File: src/rtl/pc_sequencer_if.sv
// PC sequencer bus: decoder/start inputs and PC control outputs.
// master drives start and decoder results; slave is the sequencer.
interface pc_sequencer_if;
  logic        start;
  logic [7:0]  pc_addr;
  logic        is_halt;
  logic        is_branch;
  logic        cond_flag;
  logic        is_call;
  logic        is_ret;
  logic [7:0]  br_offset;
  logic        pc_reset;
  logic        pc_halt;
  logic        pc_branch;
  logic [7:0]  pc_offset;
  logic [1:0]  state;
  logic        done;
  logic        err;
  logic [15:0] icount;

  modport master (
    output start, pc_addr, is_halt, is_branch,
    output cond_flag, is_call, is_ret, br_offset,
    input  pc_reset, pc_halt, pc_branch, pc_offset,
    input  state, done, err, icount
  );

  modport slave (
    input  start, pc_addr, is_halt, is_branch,
    input  cond_flag, is_call, is_ret, br_offset,
    output pc_reset, pc_halt, pc_branch, pc_offset,
    output state, done, err, icount
  );
endinterface

File: src/rtl/pc_sequencer.sv
// Program-counter sequencer FSM: IDLE -> FETCH (memory wait) -> EXEC -> HALTED.
// Optional return-address stack enabled by defining PC_CALL_STACK_EN.
module pc_sequencer #(
  parameter int MEM_LAT     = 1,
  parameter int STACK_DEPTH = 4
) (
  input logic           clk,
  input logic           reset,
  pc_sequencer_if.slave bus
);

  typedef enum logic [1:0] {
    IDLE   = 2'd0,
    FETCH  = 2'd1,
    EXEC   = 2'd2,
    HALTED = 2'd3
  } state_t;

  localparam int CW = (MEM_LAT < 2) ? 1 : $clog2(MEM_LAT + 1);
  localparam logic [CW-1:0] LOAD =
    (MEM_LAT <= 1) ? '0 : CW'(MEM_LAT - 1);

  if (STACK_DEPTH < 1 || STACK_DEPTH > 16) begin : g_bad_depth
    $error("STACK_DEPTH must be within 1..16");
  end

  state_t         state_q, state_d;
  logic [CW-1:0]  cnt_q, cnt_d;
  logic [15:0]    ic_q, ic_d;
  logic           halt_x;
  logic           br;
  logic [7:0]     off;

`ifdef PC_CALL_STACK_EN
  localparam int SPW = $clog2(STACK_DEPTH + 1);

  logic           err_q, err_d;
  logic [SPW-1:0] sp_q, sp_d;
  logic [7:0]     stk_q [STACK_DEPTH];
  logic [7:0]     stk_d [STACK_DEPTH];
  logic           full, empty;

  assign full  = (sp_q == SPW'(STACK_DEPTH));
  assign empty = (sp_q == '0);
`endif

  always_comb begin
    state_d = state_q;
    cnt_d   = cnt_q;
    ic_d    = ic_q;
    halt_x  = 1'b0;
    br      = 1'b0;
    off     = 8'h00;
`ifdef PC_CALL_STACK_EN
    err_d   = err_q;
    sp_d    = sp_q;
    stk_d   = stk_q;
`endif
    unique case (state_q)
      IDLE: begin
        ic_d = '0;
`ifdef PC_CALL_STACK_EN
        err_d = 1'b0;
        sp_d  = '0;
`endif
        if (bus.start) begin
          state_d = FETCH;
          cnt_d   = LOAD;
        end
      end
      FETCH: begin
        if (cnt_q == '0) state_d = EXEC;
        else             cnt_d   = cnt_q - CW'(1);
      end
      EXEC: begin
        ic_d    = (&ic_q) ? ic_q : ic_q + 16'd1;
        state_d = FETCH;
        cnt_d   = LOAD;
        // Decoder priority: halt > ret > call > branch
        if (bus.is_halt) begin
          halt_x  = 1'b1;
          state_d = HALTED;
`ifdef PC_CALL_STACK_EN
        end else if (bus.is_ret) begin
          if (empty) begin
            halt_x  = 1'b1;
            err_d   = 1'b1;
            state_d = HALTED;
          end else begin
            br   = 1'b1;
            off  = stk_q[0] - bus.pc_addr;
            sp_d = sp_q - SPW'(1);
            for (int i = 0; i < STACK_DEPTH - 1; i++)
              stk_d[i] = stk_q[i+1];
          end
        end else if (bus.is_call) begin
          if (full) begin
            halt_x  = 1'b1;
            err_d   = 1'b1;
            state_d = HALTED;
          end else begin
            br   = 1'b1;
            off  = bus.br_offset;
            sp_d = sp_q + SPW'(1);
            for (int i = STACK_DEPTH - 1; i > 0; i--)
              stk_d[i] = stk_q[i-1];
            stk_d[0] = bus.pc_addr + 8'd1;
          end
`endif
        end else if (bus.is_branch && bus.cond_flag) begin
          br  = 1'b1;
          off = bus.br_offset;
        end
      end
      HALTED: begin
        if (bus.start) state_d = IDLE;
      end
      default: state_d = IDLE;
    endcase
  end

  always_ff @(posedge clk or posedge reset) begin
    if (reset) begin
      state_q <= IDLE;
      cnt_q   <= '0;
      ic_q    <= '0;
    end else begin
      state_q <= state_d;
      cnt_q   <= cnt_d;
      ic_q    <= ic_d;
    end
  end

`ifdef PC_CALL_STACK_EN
  // Shift-register LIFO: entry 0 is always the top of stack
  always_ff @(posedge clk or posedge reset) begin
    if (reset) begin
      err_q <= 1'b0;
      sp_q  <= '0;
      for (int i = 0; i < STACK_DEPTH; i++)
        stk_q[i] <= 8'h00;
    end else begin
      err_q <= err_d;
      sp_q  <= sp_d;
      stk_q <= stk_d;
    end
  end

  assign bus.err = err_q;
`else
  assign bus.err = 1'b0;
`endif

  assign bus.pc_reset  = (state_q == IDLE);
  assign bus.pc_halt   = (state_q != EXEC) || halt_x;
  assign bus.pc_branch = br;
  assign bus.pc_offset = off;
  assign bus.state     = state_q;
  assign bus.done      = (state_q == HALTED);
  assign bus.icount    = ic_q;

endmodule
File: src/flat_wrapper.sv
// flat-port wrapper written by rule: the top's interface ports become plain ports
module pc_sequencer_flat 
#(
  parameter int MEM_LAT     = 1,
  parameter int STACK_DEPTH = 4
)
  (clk, reset, bus_start, bus_pc_addr, bus_is_halt, bus_is_branch, bus_cond_flag, bus_is_call, bus_is_ret, bus_br_offset, bus_pc_reset, bus_pc_halt, bus_pc_branch, bus_pc_offset, bus_state, bus_done, bus_err, bus_icount);
  pc_sequencer_if bus_i ();
  input logic clk;
  input logic reset;
  input wire logic [$bits(bus_i.start)-1:0] bus_start;
  input wire logic [$bits(bus_i.pc_addr)-1:0] bus_pc_addr;
  input wire logic [$bits(bus_i.is_halt)-1:0] bus_is_halt;
  input wire logic [$bits(bus_i.is_branch)-1:0] bus_is_branch;
  input wire logic [$bits(bus_i.cond_flag)-1:0] bus_cond_flag;
  input wire logic [$bits(bus_i.is_call)-1:0] bus_is_call;
  input wire logic [$bits(bus_i.is_ret)-1:0] bus_is_ret;
  input wire logic [$bits(bus_i.br_offset)-1:0] bus_br_offset;
  output wire logic [$bits(bus_i.pc_reset)-1:0] bus_pc_reset;
  output wire logic [$bits(bus_i.pc_halt)-1:0] bus_pc_halt;
  output wire logic [$bits(bus_i.pc_branch)-1:0] bus_pc_branch;
  output wire logic [$bits(bus_i.pc_offset)-1:0] bus_pc_offset;
  output wire logic [$bits(bus_i.state)-1:0] bus_state;
  output wire logic [$bits(bus_i.done)-1:0] bus_done;
  output wire logic [$bits(bus_i.err)-1:0] bus_err;
  output wire logic [$bits(bus_i.icount)-1:0] bus_icount;
  assign bus_i.start = bus_start;
  assign bus_i.pc_addr = bus_pc_addr;
  assign bus_i.is_halt = bus_is_halt;
  assign bus_i.is_branch = bus_is_branch;
  assign bus_i.cond_flag = bus_cond_flag;
  assign bus_i.is_call = bus_is_call;
  assign bus_i.is_ret = bus_is_ret;
  assign bus_i.br_offset = bus_br_offset;
  assign bus_pc_reset = bus_i.pc_reset;
  assign bus_pc_halt = bus_i.pc_halt;
  assign bus_pc_branch = bus_i.pc_branch;
  assign bus_pc_offset = bus_i.pc_offset;
  assign bus_state = bus_i.state;
  assign bus_done = bus_i.done;
  assign bus_err = bus_i.err;
  assign bus_icount = bus_i.icount;
  pc_sequencer #(.MEM_LAT(MEM_LAT), .STACK_DEPTH(STACK_DEPTH)) u_core (.clk(clk), .reset(reset), .bus(bus_i));
endmodule
File: config.mk
export PLATFORM = sky130hd
export DESIGN_NAME = pc_sequencer_flat
export DESIGN_NICKNAME = d
export VERILOG_FILES = /design/src/rtl/pc_sequencer_if.sv /design/src/rtl/pc_sequencer.sv /design/src/flat_wrapper.sv
export SDC_FILE = /design/constraint.sdc
export NUM_CORES = 1
export LEC_CHECK = 0
export ABC_AREA = 1
export CORE_UTILIZATION = 38
export DETAILED_ROUTE_END_ITERATION = 10
export PLACE_DENSITY = 0.8
export SYNTH_ARGS = -nofsm -noshare
export SYNTH_HDL_FRONTEND = slang
export SYNTH_SLANG_ARGS = --single-unit
File: constraint.sdc
create_clock -name clk -period 1.3 [get_ports clk]
set_input_delay 0.195 -clock clk [delete_from_list [all_inputs] [get_ports clk]]
set_output_delay 0.195 -clock clk [all_outputs]
set_load 0.05 [all_outputs]
==> impl_metrics.yaml <==
yosys:
  synth_top_cell_area_share: 0.363
  synth_cell_types: 25
  yosysTopAreaCell: "dfrtp_1"
  avgSynthCellArea_um2: 6.53
  synth_fp_nets: 215
  synth_cells: 190
  synth_area_um2: 1240
  synth-seq-cells: 18
  synthTopCellsByArea: "dfrtp_1 (36%), nand2_1 (22%), nor2_1 (8.8%)"
  ys_seq_area_frac: 0.363
  yosys_warnings: 0
cells_and_area:
  final_cell_count_no_fill: 326
  area_growth_pct: 123
  finish.instance_area_um2: 2770
  fillers: 134
  final_common_cell: "nand2_1"
  drive_gt1_frac: 0.578
  fin_nets: 308
  final_cell_mix: "nand2_1 (51), buf_4 (37), buf_12 (30), inv_1 (19), dfrtp_2 (18)"
  antenna_cells: 0
  fin_util: 0.899
place:
  placed_cells: 308
  gp_congestion: 0.821
  dp_slack_ns: -0.175
  port_buffers: 43
  dpl-instance-area_um2: 2380
  dpl.hpwl_um: 3000
grt:
  track_usage: 0.334
  grt-ovfl-total: 0
  grt_max_degree: 19
  first_global_vias: 1781
  antenna_found_initial: 0
  grt_pass1_wl_um: 8390
clock_network:
  cts.clk_slew.worst_paths_ns: 0.12
  htreeDepth: 1
  clock_latency_ns: 0.30
  clkSinkCount: 18
  cts_buffers: 3
  cts.path.max_buffers: 2
  cts_tree: "yes"
  cts-root-buf: "clkbuf_4"
drt:
  drc_errors: 0
  num_vias: 1788
  first_pass_iters: 4
  vias_per_cell: 5.48
  drt-total-wl_um: 6140
  antenna_left: 0
  wire_per_inst_um: 18.8
  drt_iter0_drc: 189
floorplan:
  core_um2: 3080
  die_w_um: 59.2
  dieArea_um2: 3500
  dieHeight_um: 59.2
  ios: 55
  initial_core_util: 0.403
  rows: 20
power:
  power.share.sequential: 0.243
  p_leak_uw: 0.00125
  p_clk_frac: 0.120
  combinationalPowerShare: 0.637
  total_power_uw: 3070
  p_switching_uw: 1380
  sw_frac_of_total: 0.451
  pwr_density_cell_nw_per_um2: 1110
  ir_drop_v: 0.00138
  p_int_uw: 1680
timing:
  finalMaxSlewViolations: 0
  setup_violations: 29
  period_share: 1.28
  timing.final.crit_period_ns: 1.66
  fmax_ghz: 0.601
  fin_ws_ns: -0.364
  rsz0062_at_grt: "yes"
  fin_skew_ns: 0.00703
  finalHoldViolCount: 0
job:
  cap_violations: 0
worst_hold_path:
  hold_path_class: "in -> async"
setup_path:
  crit_chain: "inv_2, nor2_4, nand4_4, buf_6, nor2_4, buf_12"
  worstRegToRegCells: 8
  crit_required_ns: 1.11
  worstPathMaxFanout: 3
  worstSetupStartpointType: "flop"
  r2r-end: "u_core.bus.icount[9]"
  cp-end-kind: "output port"
  critical_path.most_common_cell: "nor2_4"
  crit_slowest_cell: "dfrtp_2"
  setup.worst_path.class: "reg -> out"
  max_stage_delay_ns: 0.39
  worst_r2r_startpoint: "u_core.bus.icount[2]"
  cp.arrival_ns: 1.47
  r2r_slack_ns: -0.29
status:
  violations: "negative setup slack"
  status: "complete, but fails checks"
==> cell usage after synthesis <==
library cell and count:
buf_6 1, buf_2 1, nor2_2 1, xor2_1 1, nand3_1 13, o21ai_0 5
nor2_1 29, nand2_1 74, inv_2 2, o21bai_1 2, nor2_4 1, inv_1 23
nor3_2 1, nand4_2 1, ha_1 1, o211ai_1 1, nand3_4 1, buf_4 1
o21a_1 1, dfrtp_1 18, conb_1 1, nand2_4 2, xnor2_1 2, or2_2 3
nand4_1 4
==> worst max-delay path: cells and delay by family (launching register included) <==
| family | cells | cell delay, ns |
|---|---|---|
| simple gates | 3 | 0.41 |
| buf+inv | 3 | 0.36 |
| flops | 1 | 0.39 |
==> power by group through the flow <==
| stage | sequential (uW) | clock [uW] | combinational, uW |
|---|---|---|---|
| floorplan | 960 | 0 | 502 |
| global placement | 729 | 0 | 1420 |
| detailed placement | 736 | 0 | 1450 |
| CTS | 731 | 363 | 1740 |
| global route | 753 | 387 | 2020 |
| finish | 746 | 368 | 1950 |
==> how the worst max path moves through the flow <==
stage                       endpoint  cells past startpoint  slack, ns                 from
finish              bus_pc_offset[1]                      6      -0.36  u_core.bus.state[1]
global route        bus_pc_offset[1]                      6      -0.42  u_core.bus.state[1]
CTS                 bus_pc_offset[3]                      6      -0.29  u_core.bus.state[1]
detailed placement  bus_pc_offset[0]                      6      -0.17          bus_is_halt
global placement    bus_pc_offset[0]                      5      -0.14        bus_is_branch
floorplan           bus_pc_offset[0]                      5      -0.46  u_core.bus.state[1]
==> flip-flops by register name, summed over array words and instances (netlist names) <==
| signal | cells |
|---|---|
| u_core.bus.icount | 16 |
| u_core.bus.state | 2 |
==> stage by stage <==
| step | hold slack [ns] | TNS (ns) |
|---|---|---|
| floorplan | 0.134 | -6.83 |
| global placement | 0.523 | -1.33 |
| detailed placement | 0.530 | -2.17 |
| CTS | 0.211 | -3.80 |
| global route | 0.255 | -8.67 |
| finish | 0.196 | -6.63 |
==> kinds of logic after synthesis <==
family / share of synthesized area
AND/OR/NAND/NOR: 0.464
buffers and inverters: 0.0948
flip-flops: 0.363
AO/OA/AOI/OAI: 0.0444
XOR/XNOR: 0.0212
adder cells (fa/ha/maj): 0.0101
other: 0.00302
==> metal layers <==
layer | up-vias | wire length [um] | GRT usage
li1 | 770 | - | -
met1 | 816 | 1980 | 0.359
met2 | 156 | 3100 | 0.604
met3 | 46 | 606 | 0.0677
met4 | 0 | 455 | 0.194
met5 | - | 0 | 0
==> what timing repair did <==
action,CTS,global route
endpoints found under the setup margin,28,32
gates resized for setup,29,38
setup buffers,8,10
cloned,1,0
pin swaps,10,15
hold buffers,0,0
==> cell type report <==
class                   instances  area, um^2  area share
repair buffers                 90        1120       0.407
multi-input cells             145         973       0.352
flip-flops and latches         18         473       0.171
inverters                      25         104      0.0375
well taps                      44        55.1      0.0199
clock buffers                   4        36.3      0.0131
Note: power is estimated with default switching activity, not from simulation.
